[src/rtl/cart_bus_sequencer_if.sv]
// Atari 7800 cartridge bus bundle: the synchronised bus inputs from the
// front-end registers and the buffer, drive and POKEY controls going back out.
// master = bus/environment side, slave = sequencer side.
interface cart_bus_sequencer_if;
  logic [15:0] a_sync;
  logic        phi2_sync;
  logic        rw_sync;
  logic        halt_sync;
  logic [7:0]  d_in;
  logic        err_clr;
  logic        buf_dir;
  logic        buf_oe;
  logic        d_oe;
  logic [15:0] rom_addr;
  logic        pokey_we;
  logic [3:0]  pokey_addr;
  logic [7:0]  pokey_din;
  logic        err_short;
  logic [2:0]  state_dbg;

  modport master (
    output a_sync, phi2_sync, rw_sync, halt_sync, d_in, err_clr,
    input  buf_dir, buf_oe, d_oe, rom_addr, pokey_we, pokey_addr,
           pokey_din, err_short, state_dbg
  );

  modport slave (
    input  a_sync, phi2_sync, rw_sync, halt_sync, d_in, err_clr,
    output buf_dir, buf_oe, d_oe, rom_addr, pokey_we, pokey_addr,
           pokey_din, err_short, state_dbg
  );
endinterface

[src/rtl/cart_bus_sequencer.sv]
// Cycle-level sequencer for the 7800 cartridge bus. Filters PHI2, decodes the
// ROM and POKEY windows, and drives buffer direction/enable, the FPGA data
// drive and a one-clock POKEY write strobe. Buffer enable and data drive are
// all registered from the next state, so they move on the same edge as it.
// buf_oe is active low; buf_dir = 1 means the cart drives the Atari.
module cart_bus_sequencer #(
  parameter logic [15:0] ROM_BASE   = 16'h4000,
  parameter logic [11:0] POKEY_BASE = 12'h045,
  parameter int          PHI2_FILT  = 2,
  parameter int          WR_DELAY   = 4,
  parameter int          TURN_GUARD = 1
) (
  input logic                  clk,
  input logic                  reset_n,
  cart_bus_sequencer_if.slave  bus
);

  typedef enum logic [2:0] {
    S_IDLE      = 3'd0,
    S_RD        = 3'd1,
    S_WR_WAIT   = 3'd2,
    S_WR_STROBE = 3'd3,
    S_WR_HOLD   = 3'd4,
    S_SKIP      = 3'd5,
    S_DMA       = 3'd6,
    S_TURN      = 3'd7
  } state_t;

  localparam logic [2:0] FILT_LAST = 3'(PHI2_FILT - 1);
  localparam logic [3:0] DLY_LAST  = 4'(WR_DELAY - 1);
  localparam logic [3:0] TURN_LAST = 4'(TURN_GUARD - 1);

  state_t      state_q, state_d;
  logic [2:0]  filt_q, filt_d;
  logic [3:0]  dly_q, dly_d;
  logic        buf_dir_q, buf_dir_d;
  logic        buf_oe_q, buf_oe_d;
  logic        d_oe_q, d_oe_d;
  logic        pokey_we_q, pokey_we_d;
  logic [3:0]  pokey_addr_q, pokey_addr_d;
  logic [7:0]  pokey_din_q, pokey_din_d;
  logic        err_q, err_d;
  logic        err_set;
  logic        is_rom, is_pokey, rise;

  assign is_rom   = (bus.a_sync >= ROM_BASE);
  assign is_pokey = (bus.a_sync[15:4] == POKEY_BASE);
  // The counter passes PHI2_FILT-1 exactly once per high phase (it saturates
  // at 7), so this is a single pulse per accepted rise.
  assign rise     = bus.phi2_sync && (filt_q == FILT_LAST);

  // PHI2 glitch filter: count consecutive high samples, saturating at 7
  always_comb begin
    filt_d = 3'd0;
    if (bus.phi2_sync) filt_d = (filt_q == 3'd7) ? 3'd7 : filt_q + 3'd1;
  end

  // Next-state logic, write-data latch and sticky short-write flag.
  // dly counts write delay in WR_WAIT and guard length in TURN.
  always_comb begin
    state_d      = state_q;
    dly_d        = dly_q;
    pokey_addr_d = pokey_addr_q;
    pokey_din_d  = pokey_din_q;
    err_set      = 1'b0;
    case (state_q)
      S_IDLE: begin
        if (!bus.halt_sync) begin
          state_d = S_DMA;
        end else if (rise) begin
          if (bus.rw_sync && is_rom) begin
            state_d = S_RD;
          end else if (!bus.rw_sync && is_pokey) begin
            state_d = S_WR_WAIT;
            dly_d   = 4'd0;
          end else begin
            state_d = S_SKIP;
          end
        end
      end
      S_RD: begin
        if (!bus.phi2_sync) begin
          state_d = S_TURN;
          dly_d   = 4'd0;
        end else if (!bus.halt_sync) begin
          state_d = S_DMA;
        end
      end
      S_WR_WAIT: begin
        if (!bus.phi2_sync) begin
          err_set = 1'b1;
          state_d = S_TURN;
          dly_d   = 4'd0;
        end else if (dly_q == DLY_LAST) begin
          pokey_din_d  = bus.d_in;
          pokey_addr_d = bus.a_sync[3:0];
          state_d      = S_WR_STROBE;
        end else begin
          dly_d = dly_q + 4'd1;
        end
      end
      S_WR_STROBE: state_d = S_WR_HOLD;
      S_WR_HOLD: begin
        if (!bus.phi2_sync) begin
          state_d = S_TURN;
          dly_d   = 4'd0;
        end
      end
      S_SKIP: begin
        if (!bus.phi2_sync) state_d = S_IDLE;
      end
      S_DMA: begin
        if (bus.halt_sync) begin
          state_d = S_TURN;
          dly_d   = 4'd0;
        end
      end
      S_TURN: begin
        if (dly_q == TURN_LAST) state_d = S_IDLE;
        else                    dly_d   = dly_q + 4'd1;
      end
      default: state_d = S_IDLE;
    endcase
    // A short write landing together with a clear leaves the flag set
    err_d = err_set ? 1'b1 : (bus.err_clr ? 1'b0 : err_q);
  end

  // Moore outputs for the state being entered; direction is held unless
  // the state defines it, so it never flips under an enabled buffer.
  always_comb begin
    buf_dir_d  = buf_dir_q;
    buf_oe_d   = 1'b1;
    d_oe_d     = 1'b0;
    pokey_we_d = 1'b0;
    case (state_d)
      S_IDLE: buf_dir_d = bus.rw_sync;
      S_RD: begin
        buf_dir_d = 1'b1;
        buf_oe_d  = 1'b0;
        d_oe_d    = 1'b1;
      end
      S_WR_WAIT, S_WR_HOLD: begin
        buf_dir_d = 1'b0;
        buf_oe_d  = 1'b0;
      end
      S_WR_STROBE: begin
        buf_dir_d  = 1'b0;
        buf_oe_d   = 1'b0;
        pokey_we_d = 1'b1;
      end
      S_DMA: begin
        buf_dir_d = 1'b1;
        if (is_rom && bus.rw_sync) begin
          buf_oe_d = 1'b0;
          d_oe_d   = 1'b1;
        end
      end
      default: ;
    endcase
  end

  // State, counters and registered outputs
  always_ff @(posedge clk or negedge reset_n) begin
    if (!reset_n) begin
      state_q      <= S_IDLE;
      filt_q       <= 3'd0;
      dly_q        <= 4'd0;
      buf_dir_q    <= 1'b1;
      buf_oe_q     <= 1'b1;
      d_oe_q       <= 1'b0;
      pokey_we_q   <= 1'b0;
      pokey_addr_q <= 4'd0;
      pokey_din_q  <= 8'd0;
      err_q        <= 1'b0;
    end else begin
      state_q      <= state_d;
      filt_q       <= filt_d;
      dly_q        <= dly_d;
      buf_dir_q    <= buf_dir_d;
      buf_oe_q     <= buf_oe_d;
      d_oe_q       <= d_oe_d;
      pokey_we_q   <= pokey_we_d;
      pokey_addr_q <= pokey_addr_d;
      pokey_din_q  <= pokey_din_d;
      err_q        <= err_d;
    end
  end

  assign bus.buf_dir    = buf_dir_q;
  assign bus.buf_oe     = buf_oe_q;
  assign bus.d_oe       = d_oe_q;
  assign bus.rom_addr   = bus.a_sync - ROM_BASE;
  assign bus.pokey_we   = pokey_we_q;
  assign bus.pokey_addr = pokey_addr_q;
  assign bus.pokey_din  = pokey_din_q;
  assign bus.err_short  = err_q;
  assign bus.state_dbg  = state_q;

endmodule
[src/flat_wrapper.sv]
// flat-port wrapper written by rule: the top's interface ports become plain ports
module cart_bus_sequencer_flat 
#(
  parameter logic [15:0] ROM_BASE   = 16'h4000,
  parameter logic [11:0] POKEY_BASE = 12'h045,
  parameter int          PHI2_FILT  = 2,
  parameter int          WR_DELAY   = 4,
  parameter int          TURN_GUARD = 1
)
  (clk, reset_n, bus_a_sync, bus_phi2_sync, bus_rw_sync, bus_halt_sync, bus_d_in, bus_err_clr, bus_buf_dir, bus_buf_oe, bus_d_oe, bus_rom_addr, bus_pokey_we, bus_pokey_addr, bus_pokey_din, bus_err_short, bus_state_dbg);
  cart_bus_sequencer_if bus_i ();
  input logic clk;
  input logic reset_n;
  input wire logic [$bits(bus_i.a_sync)-1:0] bus_a_sync;
  input wire logic [$bits(bus_i.phi2_sync)-1:0] bus_phi2_sync;
  input wire logic [$bits(bus_i.rw_sync)-1:0] bus_rw_sync;
  input wire logic [$bits(bus_i.halt_sync)-1:0] bus_halt_sync;
  input wire logic [$bits(bus_i.d_in)-1:0] bus_d_in;
  input wire logic [$bits(bus_i.err_clr)-1:0] bus_err_clr;
  output wire logic [$bits(bus_i.buf_dir)-1:0] bus_buf_dir;
  output wire logic [$bits(bus_i.buf_oe)-1:0] bus_buf_oe;
  output wire logic [$bits(bus_i.d_oe)-1:0] bus_d_oe;
  output wire logic [$bits(bus_i.rom_addr)-1:0] bus_rom_addr;
  output wire logic [$bits(bus_i.pokey_we)-1:0] bus_pokey_we;
  output wire logic [$bits(bus_i.pokey_addr)-1:0] bus_pokey_addr;
  output wire logic [$bits(bus_i.pokey_din)-1:0] bus_pokey_din;
  output wire logic [$bits(bus_i.err_short)-1:0] bus_err_short;
  output wire logic [$bits(bus_i.state_dbg)-1:0] bus_state_dbg;
  assign bus_i.a_sync = bus_a_sync;
  assign bus_i.phi2_sync = bus_phi2_sync;
  assign bus_i.rw_sync = bus_rw_sync;
  assign bus_i.halt_sync = bus_halt_sync;
  assign bus_i.d_in = bus_d_in;
  assign bus_i.err_clr = bus_err_clr;
  assign bus_buf_dir = bus_i.buf_dir;
  assign bus_buf_oe = bus_i.buf_oe;
  assign bus_d_oe = bus_i.d_oe;
  assign bus_rom_addr = bus_i.rom_addr;
  assign bus_pokey_we = bus_i.pokey_we;
  assign bus_pokey_addr = bus_i.pokey_addr;
  assign bus_pokey_din = bus_i.pokey_din;
  assign bus_err_short = bus_i.err_short;
  assign bus_state_dbg = bus_i.state_dbg;
  cart_bus_sequencer #(.ROM_BASE(ROM_BASE), .POKEY_BASE(POKEY_BASE), .PHI2_FILT(PHI2_FILT), .WR_DELAY(WR_DELAY), .TURN_GUARD(TURN_GUARD)) u_core (.clk(clk), .reset_n(reset_n), .bus(bus_i));
endmodule
[config.mk]
export PLATFORM = sky130hd
export DESIGN_NAME = cart_bus_sequencer_flat
export DESIGN_NICKNAME = d
export VERILOG_FILES = /design/src/rtl/cart_bus_sequencer_if.sv /design/src/rtl/cart_bus_sequencer.sv /design/src/flat_wrapper.sv
export SDC_FILE = /design/constraint.sdc
export NUM_CORES = 1
export LEC_CHECK = 0
export BUFFER_PORTS_ARGS = -buffer_cell sky130_fd_sc_hd__buf_2
export CAP_MARGIN = 0
export CORE_ASPECT_RATIO = 1.1
export CORE_MARGIN = 3
export CORE_UTILIZATION = 45
export CTS_CLUSTER_SIZE = 28
export DETAILED_ROUTE_END_ITERATION = 7
export GPL_ROUTABILITY_DRIVEN = 0
export PLACE_DENSITY = 0.75
export SETUP_SLACK_MARGIN = 0.02
export SYNTH_ARGS = -nofsm -noshare
export SYNTH_HDL_FRONTEND = slang
export SYNTH_SLANG_ARGS = --single-unit
[constraint.sdc]
create_clock -name clk -period 5.2 [get_ports clk]
set_input_delay 0.26 -clock clk [delete_from_list [all_inputs] [get_ports clk]]
set_output_delay 0.26 -clock clk [all_outputs]
set_load 0.01 [all_outputs]
; Word level (Yosys, flattened, before mapping)
; Cells that the tools add are included.
[totals]
inputBits = 30
out_inout_bits = 36
reg_bits = 27
word_cells = 89
[op_classes]
add_sub_neg = 3
mux = 35
n_reduce_logical = 16
n_eq_ne = 24
magnitude_cmp = 1
[ops]
columns = op, n
row1 = 3-bit two-way mux, 14
row2 = 4-bit two-way mux, 9
row3 = 3-bit one-hot mux with 8 select lines, 1
row4 = 3-bit == test (second input constant), 7
row5 = 4-bit one-hot mux with 5 select lines, 1
row6 = 16-bit by 15-bit >= comparator with 1-bit output (second input constant), 1
row7 = 16-bit by 15-bit subtractor with 16-bit output (second input constant), 1
row8 = 12-bit by 7-bit == test with 1-bit output (second input constant), 1
row9 = 3-bit by 2-bit == test with 1-bit output (second input constant), 4
row10 = 2-bit inequality test (second input constant), 5
row11 = 3-bit by 1-bit == test with 1-bit output (second input constant), 3
row12 = 9-bit AND reduction, 1
row13 = 1-bit two-way mux, 7
row14 = 3-bit zero test, 2
row15 = 5-bit nonzero test, 1
row16 = 4-bit by 1-bit adder with 4-bit output (second input constant), 1
row17 = 4-bit by 2-bit == test with 1-bit output (second input constant), 1
row18 = 4-bit zero test, 1
row19 = 2-bit by 1-bit inequality test with 1-bit output (second input constant), 2
row20 = 1-bit one-hot mux with 2 select lines, 2
row21 = 2-bit OR reduction, 2
row22 = 4-bit OR reduction, 1
row23 = 3-bit by 1-bit adder with 3-bit output (second input constant), 1
row24 = 1-bit logical AND, 3
row25 = 7 further kinds, 7

; Depth between registers and ports, before layout
[depth]
word_depth = 10
mapped_depth = 10
depth_no_buf = 9

; Least setup slack after synthesis
; No wires, ideal clock.
[synth_timing]
path_type = register to register
start = reg u_core.state_q[1] (netlist: u_core.bus.state_dbg[1])
end = reg u_core.pokey_addr_q[0] (netlist: u_core.bus.pokey_addr[0])
setup_time_ns = 0.125
synth_period_minus_slack_ns = 2.368
setup_slack_ns = 2.832
required_time_ns = 5.075
arrival_time_ns = 2.243
stages_incl_launch_ff = 8
path_buffers = 1
cell_sequence = dfrtp_1 -> or4b_1 -> or4_4 -> nand4b_4 -> and2_4 -> nand2_4 -> buf_6 -> mux2_4
[synth_between]
elab_chain_len = 2
[synth_rtl]
columns = item, line
row1 = "start, declared", cart_bus_sequencer.sv:33  ; state_t state_q, state_d;
row2 = "start signal, assigned", cart_bus_sequencer.sv:176  ; state_q <= state_d;
row3 = 3-bit by 2-bit == test with 1-bit output, cart_bus_sequencer.sv:66  ; case (state_q)
row4 = 3-bit AND reduction (no line), -
row5 = "end signal, assigned", cart_bus_sequencer.sv:183  ; pokey_addr_q <= pokey_addr_d;
row6 = "end, declared", cart_bus_sequencer.sv:40  ; logic [3:0] pokey_addr_q, pokey_addr_d;
; No other way between the ends.
; A chain may end at the register's enable or synchronous reset.

; Final worst setup path
[layout_timing]
start = reg u_core.state_q[1] (netlist: u_core.bus.state_dbg[1])
end = reg u_core.pokey_din_q[5] (netlist: u_core.bus.pokey_din[5])
[layout_between]
elab_chain_len = 2
[layout_rtl]
columns = item, line
row1 = 3-bit by 2-bit == test with 1-bit output, cart_bus_sequencer.sv:66
row2 = 3-bit AND reduction (no line), -
row3 = "end signal, assigned", cart_bus_sequencer.sv:184  ; pokey_din_q <= pokey_din_d;
row4 = "end, declared", cart_bus_sequencer.sv:41  ; logic [7:0] pokey_din_q, pokey_din_d;
; No other way between the ends.

==> results.cfg <==
[logic_synthesis]
synth_edf_count = 0
syn_inst = 152
syn_area_mm2 = 0.00162
netlist_top_cells_count = dfrtp_1 (25), buf_4 (14), inv_1 (12)
synth-seq-cells = 27
synth_most_common_cell = dfrtp_1
synthDistinctLibCells = 45
syn_nets = 187
ys_warn_count = 0
synth.top_cell.area_share = 0.387
synthArstFlopShare = 1.00
synth_top_cell_by_area = dfrtp_1
synth.area.top_cells = dfrtp_1 (39%), mux2_4 (8.4%), buf_4 (6.5%)
ys_seq_area_frac = 0.420
synth_flop_cell = dfrtp_1
syn_avg_cell_area_um2 = 10.6

[worst_hold_path]
whs_endpoint = u_core.bus.pokey_din[3]$_DFFE_PN0P_
hold_class = input pin to register
hp-start = bus_d_in[3]
hold_depth = 2

[placed_design]
preCtsSetupSlack_ns = 2.66
io_buffers = 65
dp_hpwl_um = 2400
dpl_cell_area_mm2 = 0.00187
dpl.cell_count = 246

[pwr]
power_leakage_nw = 0.986
power.total_mw = 0.981
p_per_area_mw_per_mm2 = 515
max-vdd-ir-drop_mv = 0.282

[setup_path]
critPathLaunchType = register
critical_path_arrival_ns = 2.80
required_ns = 5.42
r2r-start = u_core.bus.state_dbg[1]$_DFF_PN0_
worstSetupEndpointType = register
reg2regPathDepth = 6
critical-path-max-stage-delay_ns = 0.62
cp_slowest_cell = or4b_1
path_cells = or4b_1, or4_4, nand4b_4, and2_4, nand2_4, mux2_1
r2r_end = u_core.bus.pokey_din[5]$_DFFE_PN0P_
cp-startpoint = u_core.bus.state_dbg[1]$_DFF_PN0_
crit_fanout = 18
r2r_slack_ns = 2.62
crit_type = register to register

[drt]
viasPerCell = 5.04
route.detailed.drc = 0
firstDrtPassIters = 4
post_drt_wl_per_cell_um = 12.4
vias = 1266
ant_nets = 0
drt-total-wl_um = 3120
drt_iter0_drc = 76

[clock_network]
cts_hold_buffers = 1
cts_tree = built
postCtsSetupRepairBufs = 0
clock-sinks = 27
htreeDepth = 1
clockBufferDepth = 2
cts_root_buf = clkbuf_4
numCtsBuffers = 3
worstSkewPairLatency_ns = 0.33
clkTransAtPathRegs_ns = 0.15
cts_resized = 0

[floorplan]
dieArea_mm2 = 0.00435
ios = 66
rows = 22
dieWidth_um = 63.1
core_mm2 = 0.00339
die_height_um = 68.8
initial_core_util = 0.477

[global_routing]
grt_max_degree = 28
first_global_vias = 1136
grt_usage = 0.149
antenna_found_initial = 0
overflow = 0
grt_pass1_wl_um = 5130

[timing]
finalClockSkew_ns = 0.0124
setup_viol = 0
fin_ws_ns = 2.62
fin_crit_ns = 2.58
worst_pin_slew_ns = 0.583
drv_slew = 0
tns_ns = 0
whs_ns = 0.138
slew-limit-headroom = 0.611
rsz0062_at_grt = false
fmax_ghz = 0.388
timing.final.hold_violations = 0
fin_crit_sh = 0.496

[finish]
fin_nets = 239
diodes = 0
drive_gt1_frac = 0.433
layout.cells.non_filler = 251
post-route-util = 0.563
area_growth_pct = 18.0
final_area_mm2 = 0.00191

[job]
maxCapViolations = 0

[outcome]
status = finished clean
==> layout make-up <==
type                            count  area (µm²)
Fill cell                         331        1480
Inverter                           14        52.6
Tap cell                           48        60.1
Multi-Input combinational cell     92         753
Clock buffer                        4        26.3
Sequential cell                    27         678
Timing Repair Buffer               66         335
==> metal layers <==
metal  global-route usage  part of all wire  wire [µm]
met5                    0                 0          0
met4               0.0771            0.0077         24
met3               0.0194             0.076        236
met2                0.244              0.49       1520
met1                0.198              0.43       1340
==> cell families after synthesis <==
group,share of synthesized area
simple gates,0.177
buf+inv,0.114
compound gates,0.127
flops,0.420
mux,0.118
fa+ha+maj,0.0387
xor+xnor,0.00542
==> where the power goes <==
group | switching, mW | internal [mW]
clock network | 0.0606 | 0.0301
registers | 0.0795 | 0.299
logic | 0.258 | 0.254
==> worst max-delay path by stage <==
| stage | endpoint |
|---|---|
| after floorplan | u_core.bus.pokey_addr[0]$_DFFE_PN0P_ |
| after global placement | u_core.bus.pokey_din[4]$_DFFE_PN0P_ |
| after detailed placement | u_core.bus.pokey_din[5]$_DFFE_PN0P_ |
| after CTS | u_core.bus.pokey_din[5]$_DFFE_PN0P_ |
| after global routing | u_core.bus.pokey_din[5]$_DFFE_PN0P_ |
| final | u_core.bus.pokey_din[5]$_DFFE_PN0P_ |
==> layout by cell type (no fill, tap or decap), types with 2 or more instances in the layout <==
cell | netlist | routed
nand2b_1 | 7 | 7
nand2_1 | 5 | 5
a211oi_1 | 2 | 2
dfrtp_1 | 25 | 25
or4_4 | 2 | 2
nand3b_1 | 2 | 2
a211o_1 | 3 | 3
dfstp_2 | 2 | 2
o21ai_1 | 2 | 2
nand3_1 | 2 | 2
mux2_1 | 4 | 4
o21ai_0 | 6 | 6
inv_1 | 12 | 12
ha_1 | 5 | 5
buf_2 | 0 | 65
nor3_1 | 4 | 4
inv_2 | 2 | 2
a32o_1 | 2 | 2
mux2_4 | 9 | 9
clkbuf_4 | 0 | 3
a21oi_1 | 5 | 5
o22ai_1 | 4 | 4
nor2_1 | 7 | 7
==> state kept, by name, summed over array words and instances, names as in the netlist <==
| name | cells |
|---|---|
| u_core.filt_q | 3 |
| u_core.bus.d_oe | 1 |
| u_core.bus.pokey_we | 1 |
| u_core.bus.buf_dir | 1 |
| u_core.bus.state_dbg | 3 |
| u_core.bus.buf_oe | 1 |
| u_core.bus.err_short | 1 |
| u_core.dly_q | 4 |
| u_core.bus.pokey_din | 8 |
| u_core.bus.pokey_addr | 4 |
==> worst max-delay path, delay by kind of cell, from the launching register on <==
family	cells	cell delay, ns
and+or+nand+nor	5	1.55
DFF	1	0.57
muxes	1	0.34
Note: power is estimated with default switching activity, not from simulation.
